`src/rtl/tx_channel_scheduler.sv`:
```
// Half-duplex TX start scheduler: carrier sense, slotted random backoff, bounded retries, RX mute.
// Optional TX watchdog is enabled by defining TX_SCHED_WATCHDOG_EN.
//
// state   | meaning
// IDLE    | no frame pending
// SENSE   | counting consecutive idle slots (DIFS)
// BACKOFF | counting down random backoff slots
// START   | one-cycle start pulse to the symbol generator
// TX      | frame on air, waiting for tx_done
// GUARD   | post-TX receiver mute interval
// DROP    | one-cycle drop after retries exhausted
module tx_channel_scheduler #(
    parameter int unsigned SLOT_CYCLES  = 1920,
    parameter int unsigned DIFS_SLOTS   = 4,
    parameter int unsigned CW_MIN_LOG2  = 3,
    parameter int unsigned CW_MAX_LOG2  = 8,
    parameter int unsigned MAX_RETRY    = 4,
    parameter int unsigned GUARD_CYCLES = 960,
    parameter int unsigned TX_TIMEOUT   = 4_000_000,
    parameter logic [15:0] LFSR_SEED    = 16'hACE1
) (
    input  logic                             clk,
    input  logic                             rst_n,
    input  logic                             frame_req,
    input  logic                             channel_busy,
    input  logic                             tx_done,
    output logic                             tx_start,
    output logic                             tx_active,
    output logic                             rx_mute,
    output logic                             frame_drop,
    output logic [$clog2(MAX_RETRY+1)-1:0]   retry_cnt,
    output logic [2:0]                       state_o
);
    localparam int unsigned RW = $clog2(MAX_RETRY + 1);
    localparam int unsigned SW = $clog2(SLOT_CYCLES + 1);
    localparam int unsigned DW = $clog2(DIFS_SLOTS + 1);
    localparam int unsigned BW = CW_MAX_LOG2;
    localparam int unsigned GW = $clog2(GUARD_CYCLES + 1);
    localparam logic [15:0] LFSR_TAPS = 16'hB400;

    typedef enum logic [2:0] {
        IDLE    = 3'd0,
        SENSE   = 3'd1,
        BACKOFF = 3'd2,
        START   = 3'd3,
        TX      = 3'd4,
        GUARD   = 3'd5,
        DROP    = 3'd6
    } state_t;

    state_t         state_q, state_d;
    logic [SW-1:0]  slot_q, slot_d;
    logic [DW-1:0]  idle_q, idle_d;
    logic [BW-1:0]  bo_q, bo_d;
    logic [RW-1:0]  retry_q, retry_d;
    logic [GW-1:0]  guard_q, guard_d;
    logic [15:0]    lfsr_q, lfsr_d;
    logic           drop_d;
    logic           tx_start_q, tx_active_q, rx_mute_q, frame_drop_q;

`ifdef TX_SCHED_WATCHDOG_EN
    localparam int unsigned TW = $clog2(TX_TIMEOUT + 1);
    logic [TW-1:0]  wd_q, wd_d;
`endif

    logic           slot_end;
    int unsigned    cw_exp;
    logic [31:0]    draw_mask;
    logic [BW-1:0]  bo_draw;

    assign slot_end = (slot_q == '0);

    // Window exponent follows the retry count held before this busy event.
    always_comb begin
        cw_exp = CW_MIN_LOG2 + 32'(retry_q);
        if (cw_exp > CW_MAX_LOG2) cw_exp = CW_MAX_LOG2;
        draw_mask = (32'd1 << cw_exp) - 32'd1;
        bo_draw   = BW'({16'h0, lfsr_q} & draw_mask);
    end

    always_comb begin
        state_d = state_q;
        slot_d  = slot_q;
        idle_d  = idle_q;
        bo_d    = bo_q;
        retry_d = retry_q;
        guard_d = guard_q;
        drop_d  = 1'b0;
        lfsr_d  = (lfsr_q >> 1) ^ (lfsr_q[0] ? LFSR_TAPS : 16'h0000);

        case (state_q)
            IDLE: if (frame_req) state_d = SENSE;
            SENSE: begin
                if (!frame_req) begin
                    retry_d = '0;
                    state_d = IDLE;
                end else if (channel_busy) begin
                    idle_d = '0;
                    if (retry_q == RW'(MAX_RETRY)) begin
                        drop_d  = 1'b1;
                        retry_d = '0;
                        state_d = DROP;
                    end else begin
                        retry_d = retry_q + RW'(1);
                        bo_d    = bo_draw;
                        state_d = BACKOFF;
                    end
                end else if (slot_end) begin
                    if (idle_q == DW'(DIFS_SLOTS - 1)) begin
                        state_d = (bo_q == '0) ? START : BACKOFF;
                    end else begin
                        idle_d = idle_q + DW'(1);
                    end
                end
            end
            BACKOFF: begin
                if (!frame_req) begin
                    retry_d = '0;
                    state_d = IDLE;
                end else if (channel_busy || bo_q == '0) begin
                    state_d = SENSE;
                end else if (slot_end) begin
                    bo_d = bo_q - BW'(1);
                    if (bo_q == BW'(1)) state_d = SENSE;
                end
            end
            START: state_d = TX;
            TX: begin
                if (tx_done) begin
                    retry_d = '0;
                    guard_d = GW'(GUARD_CYCLES);
                    state_d = GUARD;
                end
`ifdef TX_SCHED_WATCHDOG_EN
                else if (wd_q == '0) begin
                    drop_d  = 1'b1;
                    retry_d = '0;
                    guard_d = GW'(GUARD_CYCLES);
                    state_d = GUARD;
                end
`endif
            end
            GUARD: begin
                if (guard_q <= GW'(1)) begin
                    guard_d = '0;
                    state_d = IDLE;
                end else begin
                    guard_d = guard_q - GW'(1);
                end
            end
            DROP:    state_d = IDLE;
            default: state_d = IDLE;
        endcase

        if (state_d != state_q) begin
            slot_d = SW'(SLOT_CYCLES - 1);
        end else if (state_q == SENSE || state_q == BACKOFF) begin
            slot_d = slot_end ? SW'(SLOT_CYCLES - 1) : slot_q - SW'(1);
        end
        if (state_d == SENSE && state_q != SENSE) idle_d = '0;

`ifdef TX_SCHED_WATCHDOG_EN
        wd_d = wd_q;
        if (state_q == START) wd_d = TW'(TX_TIMEOUT - 1);
        else if (state_q == TX && wd_q != '0) wd_d = wd_q - TW'(1);
`endif
    end

    always_ff @(posedge clk or negedge rst_n) begin
        if (!rst_n) begin
            state_q      <= IDLE;
            slot_q       <= '0;
            idle_q       <= '0;
            bo_q         <= '0;
            retry_q      <= '0;
            guard_q      <= '0;
            lfsr_q       <= LFSR_SEED;
            tx_start_q   <= 1'b0;
            tx_active_q  <= 1'b0;
            rx_mute_q    <= 1'b0;
            frame_drop_q <= 1'b0;
`ifdef TX_SCHED_WATCHDOG_EN
            wd_q         <= '0;
`endif
        end else begin
            state_q      <= state_d;
            slot_q       <= slot_d;
            idle_q       <= idle_d;
            bo_q         <= bo_d;
            retry_q      <= retry_d;
            guard_q      <= guard_d;
            lfsr_q       <= lfsr_d;
            tx_start_q   <= (state_d == START);
            tx_active_q  <= (state_d == TX);
            rx_mute_q    <= (state_d == TX) || (state_d == GUARD);
            frame_drop_q <= drop_d;
`ifdef TX_SCHED_WATCHDOG_EN
            wd_q         <= wd_d;
`endif
        end
    end

    assign tx_start   = tx_start_q;
    assign tx_active  = tx_active_q;
    assign rx_mute    = rx_mute_q;
    assign frame_drop = frame_drop_q;
    assign retry_cnt  = retry_q;
    assign state_o    = state_q;

endmodule

```
`config.mk`:
```
export PLATFORM = sky130hd
export DESIGN_NAME = tx_channel_scheduler
export DESIGN_NICKNAME = d
export VERILOG_FILES = /design/src/rtl/tx_channel_scheduler.sv
export SDC_FILE = /design/constraint.sdc
export NUM_CORES = 1
export LEC_CHECK = 0
export ABC_CLOCK_PERIOD_IN_PS = 2150
export BUFFER_PORTS_ARGS = -buffer_cell sky130_fd_sc_hd__buf_2
export CAP_MARGIN = 20
export CORE_ASPECT_RATIO = 1.75
export CORE_MARGIN = 3
export CORE_UTILIZATION = 40
export CTS_CLUSTER_SIZE = 28
export DETAILED_ROUTE_END_ITERATION = 10
export PLACE_DENSITY_LB_ADDON = 0.12
export SETUP_SLACK_MARGIN = 0.15
export SKIP_LAST_GASP = 1
export SYNTH_ARGS = -nofsm -noshare
export SYNTH_HDL_FRONTEND = slang
export SYNTH_SLANG_ARGS = --single-unit
```
`constraint.sdc`:
```
create_clock -name clk -period 2.15 [get_ports clk]
set_input_delay 0.5375 -clock clk [delete_from_list [all_inputs] [get_ports clk]]
set_output_delay 0.5375 -clock clk [all_outputs]
set_load 0.005 [all_outputs]
```
# Word level (Yosys, flattened, before mapping)
# Cells that the tools add are included.
# word_totals
reg_bits,58
latchBits,0
ram_bits,0
rom_bits,0
in_bits,5
out_inout_bits,10
wordCells,110
mem_count,0
# classes
n_addsub,7
n_mul,0
div_mod_pow,0
order_cmp,2
n_eq_ne,24
shift,1
n_mux,45
bitwise_logic,2
n_reduce_logical,18
# ops
op,count
$mux 3,23
$mux 8,6
$mux 11,3
$mux 10,2
$pmux 10 s2,1
$pmux 3 s6,1
$mux 16,1
$ne 2x2->1 const B,8
$pmux 8 s2,1
$sub 8x1->8 const B,2
$xor 15x16->16,1
$eq 3x3->1 const B,5
$eq 3x2->1 const B,4
$logic_not 11->1,1
$sub 11x1->11 const B,1
$le 10x1->1 const B,1
$reduce_bool 2->1,5
$sub 10x1->10 const B,1
$pmux 3 s3,1
$and 8x8->8,1
$eq 8x1->1 const B,1
$logic_not 8->1,1
$reduce_and 4->1,2
$shl 1x4->8 const A,1
16 further kinds,25

# Logic depth before layout (Yosys ltp)
# logic_depth
word_depth,11
ltp_mapped,11
depth_no_buf,10

# Worst setup path after synthesis
# Ideal clock, no wire load.
# synth_timing
kind,reg-to-reg
start,reg retry_q[0] (netlist: retry_cnt[0])
end,reg bo_q[6]
setup_ps,83
t_arrival_ps,2218
path_slack_ps,-150
stages_incl_launch_ff,12
period_less_slack_ps,2300
cell_sequence,dfrtp_1 -> clkbuf_1 -> inv_1 -> ha_1 -> nand2b_1 -> o21ai_0 -> nand3_1 -> ha_1 -> a31oi_1 -> o311a_1 -> a21oi_1 -> o21ai_0
# synth_between
elab_chain_cells,10
word_cells_on_any_way,13
classes_between,2 x add/sub; 1 x order compare; 2 x eq/ne; 1 x shift; 5 x mux; 1 x bitwise; 1 x reduce/logical
# synth_rtl
element,line,rtl
from (decl),55,"logic [RW-1:0] retry_q, retry_d;"
from (signal assigned),190,retry_q <= retry_d;
$add 2x3->4,75,cw_exp = CW_MIN_LOG2 + 32'(retry_q);
$gt 4x4->1,76,if (cw_exp > CW_MAX_LOG2) cw_exp = CW_MAX_LOG2;
$mux 4,76,
$shl 1x4->8,77,draw_mask = (32'd1 << cw_exp) - 32'd1;
$sub 8x1->8,77,
$and 8x8->8,78,"bo_draw = BW'({16'h0, lfsr_q} & draw_mask);"
$mux 8,99,if (retry_q == RW'(MAX_RETRY)) begin
$mux 8,97,end else if (channel_busy) begin
$mux 8,94,if (!frame_req) begin
$pmux 8 s2,91,case (state_q)
to (signal assigned),189,bo_q <= bo_d;
to (decl),54,"logic [BW-1:0] bo_q, bo_d;"
# Several ways; a longest one is shown, not always the timed one. The select of a mux whose other input is x is not followed.
# A chain may end at the register's enable or synchronous reset.

# Worst setup path after layout
# layout_timing
start,reg guard_q[0]
end,reg slot_q[2]
# layout_between
elab_chain_cells,5
word_cells_on_any_way,6
classes_between,1 x order compare; 1 x eq/ne; 3 x mux; 1 x reduce/logical
# layout_rtl
element,line,rtl
from (decl),56,"logic [GW-1:0] guard_q, guard_d;"
from (signal assigned),191,guard_q <= guard_d;
$le 10x1->1 *,144,if (guard_q <= GW'(1)) begin
$mux 3 *,144,
$pmux 3 s6 *,91,
$ne 3x3->1 *,155,if (state_d != state_q) begin
$mux 11 / $reduce_bool 2->1 (equally long branches),n/a,
to (signal assigned),187,slot_q <= slot_d;
to (decl),52,"logic [SW-1:0] slot_q, slot_d;"
# Every way passes the cells marked *; elsewhere a longest branch is shown, timed or not.

==> flow_results.xml <==
<?xml version="1.0" encoding="UTF-8"?>
<metrics>
  <group name="run_status">
    <metric name="outcome" unit="">finished, final reports clean</metric>
  </group>
  <group name="timing">
    <metric name="timing.final.crit_share" unit="%">91.36</metric>
    <metric name="hold_violations" unit="">0</metric>
    <metric name="clock-skew-final" unit="ns">0.003167</metric>
    <metric name="timing_worst_slew_pin_value" unit="ns">0.5224</metric>
    <metric name="timing_max_transition_violations_final" unit="">0</metric>
    <metric name="setup-violations-final" unit="">0</metric>
    <metric name="grt_setup_unrepaired" unit="">yes</metric>
    <metric name="setup_tns" unit="ns">0</metric>
    <metric name="slew-limit-headroom" unit="%">65.05</metric>
    <metric name="final.min_clock_period" unit="ns">1.964</metric>
    <metric name="maxClockFrequency" unit="MHz">509.1</metric>
  </group>
  <group name="min_path">
    <metric name="min_path_type" unit="">in2async</metric>
  </group>
  <group name="placement">
    <metric name="gp_congestion" unit="">0.8808</metric>
    <metric name="port-buffer-count" unit="">14</metric>
    <metric name="place_hpwl" unit="mm">5.934</metric>
    <metric name="placed_area" unit="mm^2">0.003553</metric>
  </group>
  <group name="pwr">
    <metric name="switching_share" unit="%">38.95</metric>
    <metric name="combinationalPowerShare" unit="%">45.8</metric>
    <metric name="power.internal" unit="W">0.003100</metric>
    <metric name="p_per_area" unit="mW/mm^2">1243</metric>
    <metric name="seq_power_share" unit="%">29.1</metric>
    <metric name="vdd_ir_drop_max" unit="mV">0.6784</metric>
    <metric name="net-switching-power" unit="W">0.001978</metric>
    <metric name="clock_power_share" unit="%">25.1</metric>
    <metric name="leak" unit="nW">1.794</metric>
  </group>
  <group name="worst_setup_path">
    <metric name="timing.reg2reg.setup_slack" unit="ns">0.19</metric>
    <metric name="worst-endpoint-required" unit="ns">2.35</metric>
    <metric name="worst-path-max-fanout" unit="">8</metric>
    <metric name="crit_arrival" unit="ns">2.17</metric>
    <metric name="r2r_cells" unit="">8</metric>
    <metric name="worstSetupStartpointType" unit="">register</metric>
    <metric name="crit-reg2reg-capture" unit="">slot_q[2]</metric>
    <metric name="setup.worst_path.end_class" unit="">register</metric>
    <metric name="critical_path_class" unit="">reg2reg</metric>
    <metric name="crit-reg2reg-launch" unit="">guard_q[0]</metric>
  </group>
  <group name="finish">
    <metric name="num-fill-cells" unit="">743</metric>
    <metric name="drive_above_1_share" unit="%">28.20</metric>
    <metric name="num_antenna_cells" unit="">0</metric>
    <metric name="areaGrowthSynthToFinish" unit="%">24.34</metric>
    <metric name="finalNetCount" unit="">396</metric>
    <metric name="final_design_area_no_fill" unit="mm^2">0.004084</metric>
  </group>
  <group name="detailed_routing">
    <metric name="via_count" unit="">2752</metric>
    <metric name="drt_pass1_iterations" unit="">4</metric>
    <metric name="route.detailed.wl_per_inst" unit="um">17.82</metric>
    <metric name="drt-vias-per-instance" unit="">5.818</metric>
    <metric name="drt_drc_violations_left" unit="">0</metric>
    <metric name="postRouteAntennaNets" unit="">0</metric>
    <metric name="drt_iter0_drc" unit="">93</metric>
    <metric name="routed_wirelength" unit="mm">8.428</metric>
  </group>
  <group name="synthesis">
    <metric name="synth.area.top_cells" unit="">sky130_fd_sc_hd__dfrtp_1 38%, sky130_fd_sc_hd__dfstp_2 6.4%, sky130_fd_sc_hd__ha_1 5.0%</metric>
    <metric name="mean_cell_area_of_the_mapped_netlist" unit="um^2">9.660</metric>
    <metric name="synth_top_cell_area_share" unit="%">38.10</metric>
    <metric name="postSynthNetCount" unit="">358</metric>
    <metric name="yosysWarningCount" unit="">0</metric>
    <metric name="synthDominantAreaCellType" unit="">sky130_fd_sc_hd__dfrtp_1</metric>
    <metric name="synth_seq_cells" unit="">58</metric>
    <metric name="syn_inst" unit="">340</metric>
    <metric name="synth-async-reset-ratio" unit="%">100.0</metric>
    <metric name="dominantRegCellSynth" unit="">sky130_fd_sc_hd__dfrtp_1</metric>
    <metric name="post_synth_instance_area" unit="mm^2">0.003284</metric>
    <metric name="synth.distinct_cells" unit="">70</metric>
    <metric name="seq_area_frac_synth" unit="%">44.50</metric>
    <metric name="synth_commonest_cells" unit="">50 x sky130_fd_sc_hd__dfrtp_1, 27 x sky130_fd_sc_hd__nor2_1, 24 x sky130_fd_sc_hd__o21ai_0</metric>
    <metric name="synth_edf_count" unit="">0</metric>
    <metric name="post-synth-top-count-cell" unit="">sky130_fd_sc_hd__dfrtp_1</metric>
  </group>
  <group name="die">
    <metric name="start_util" unit="%">41.25</metric>
    <metric name="die-area" unit="mm^2">0.009377</metric>
    <metric name="placementRows" unit="">43</metric>
    <metric name="core_area" unit="mm^2">0.007963</metric>
    <metric name="die_width" unit="um">74.50</metric>
    <metric name="floorplan.die.height" unit="um">125.9</metric>
    <metric name="boundaryPins" unit="">15</metric>
  </group>
  <group name="cts">
    <metric name="htree_num_levels" unit="">3</metric>
    <metric name="ctsHoldBuffers" unit="">0</metric>
    <metric name="clockBufferDepth" unit="">2</metric>
    <metric name="inserted_clock_buffers" unit="">9</metric>
    <metric name="clk_transition_reported_paths" unit="ns">0.05</metric>
    <metric name="cts_root_buf" unit="">sky130_fd_sc_hd__clkbuf_16</metric>
    <metric name="skew_pair_late_insertion_delay" unit="ns">0.33</metric>
    <metric name="tritoncts" unit="">built</metric>
    <metric name="cts.sinks" unit="">58</metric>
  </group>
  <group name="global_routing">
    <metric name="maximum_number_of_pins_on_one_net_before_global_route_repair" unit="">59</metric>
    <metric name="first_global_vias" unit="">2778</metric>
    <metric name="antenna_found_initial" unit="">0</metric>
    <metric name="track_usage" unit="%">18.85</metric>
    <metric name="grt_remaining_overflow" unit="">0</metric>
    <metric name="grt_pass1_wl" unit="mm">13.26</metric>
  </group>
  <group name="job">
    <metric name="max_cap_viol_count" unit="">0</metric>
  </group>
</metrics>
-- registers in the layout, summed over array words and instances, names as in the netlist --
register	cells
bo_q	8
frame_drop	1
guard_q	10
idle_q	3
lfsr_q	16
retry_cnt	3
rx_mute	1
slot_q	11
state_o	3
tx_active	1
tx_start	1
-- layout by cell type, fill, tap and decap left out, types with 7 or more instances in the layout --
| cell | count |
|---|---|
| sky130_fd_sc_hd__xnor2_1 | 7 |
| sky130_fd_sc_hd__nor2_1 | 26 |
| sky130_fd_sc_hd__inv_1 | 13 |
| sky130_fd_sc_hd__dfstp_2 | 8 |
| sky130_fd_sc_hd__dfrtp_1 | 49 |
| sky130_fd_sc_hd__a21oi_1 | 20 |
| sky130_fd_sc_hd__buf_4 | 25 |
| sky130_fd_sc_hd__xor2_1 | 8 |
| sky130_fd_sc_hd__ha_1 | 10 |
| sky130_fd_sc_hd__clkbuf_16 | 9 |
| sky130_fd_sc_hd__nor3_1 | 7 |
| sky130_fd_sc_hd__buf_2 | 15 |
| sky130_fd_sc_hd__nand2_1 | 19 |
| sky130_fd_sc_hd__nand3_1 | 14 |
| sky130_fd_sc_hd__o21ai_0 | 24 |
-- area by class of cell --
class	instances	area [um^2]	share of cell area [%]
clock inverter	3	15.01	0.3676
timing repair buffer	43	309.0	7.567
inverter	16	62.56	1.532
tap	90	112.6	2.757
multi-input combinational	250	1872	45.83
clock buffer	13	250.2	6.127
sequential	58	1463	35.81
-- layer usage --
metal	vias to the layer above	part of all wire [%]	global-route usage (%)
met5	-	0	0
met4	0	4.6	10.69
met3	28	2.6	4.153
met2	54	55	33.13
met1	1354	38	19.82
li1	1316	-	-
-- power groups by stage --
| stage | clock, W | sequential, W | combinational (W) |
|---|---|---|---|
| 2_1_floorplan | 0 | 0.00142 | 0.00147 |
| 3_3_place_gp | 0 | 0.00147 | 0.00203 |
| 3_5_place_dp | 0 | 0.00148 | 0.00202 |
| 4_1_cts | 0.00131 | 0.00146 | 0.00215 |
| 5_1_grt | 0.00136 | 0.00150 | 0.00255 |
| 6_report | 0.00128 | 0.00148 | 0.00232 |
-- cell families after synthesis --
group,Yosys count,share of synthesized area (%)
flops,58,44.50
simple gates,130,23.58
fa+ha+maj,13,4.953
compound gates,88,17.41
xor+xnor,15,4.000
mux,3,0.9524
buf+inv,33,4.610
-- worst max-delay path by stage --
stage | start | end | slack [ns] | depth (start not counted)
after floorplan | retry_cnt[1] | bo_q[6] | 0.16 | 10
after global placement | guard_q[0] | slot_q[2] | 0.13 | 8
after detailed placement | slot_q[0] | slot_q[1] | 0.11 | 9
after CTS | guard_q[0] | guard_q[5] | 0.14 | 8
after global routing | guard_q[0] | slot_q[10] | 0.07 | 8
final | guard_q[0] | slot_q[2] | 0.19 | 8
-- repair_timing --
action                                  in CTS  in global routing
endpoints found under the setup margin      14                 26
buffers inserted                             4                  6
pin swaps                                    1                  8
gates resized for setup                     10                 22
cloned                                       1                  1
-- stage by stage --
step	cells	hold slack (ns)	setup WS [ns]	power [W]	utilization (%)
2_1_floorplan	340	0.2419	0.1594	0.002894	-
3_3_place_gp	445	0.3380	0.1304	0.003496	44.63
3_5_place_dp	445	0.3355	0.1103	0.003500	44.63
5_1_grt	473	0.2279	0.07395	0.005412	51.29
4_1_cts	466	0.2205	0.1374	0.004921	49.06
6_report	473	0.2104	0.1857	0.005078	51.29
-- worst max-delay path, stage by stage (launching register included) --
cell,delay [ns]
sky130_fd_sc_hd__dfrtp_1,0.39
sky130_fd_sc_hd__inv_1,0.06
sky130_fd_sc_hd__ha_2,0.20
sky130_fd_sc_hd__nor3b_2,0.17
sky130_fd_sc_hd__and4_1,0.21
sky130_fd_sc_hd__or3_4,0.41
sky130_fd_sc_hd__nand3_2,0.13
sky130_fd_sc_hd__buf_4,0.17
sky130_fd_sc_hd__nand4_1,0.09
(Power assumes the default switching activity.)
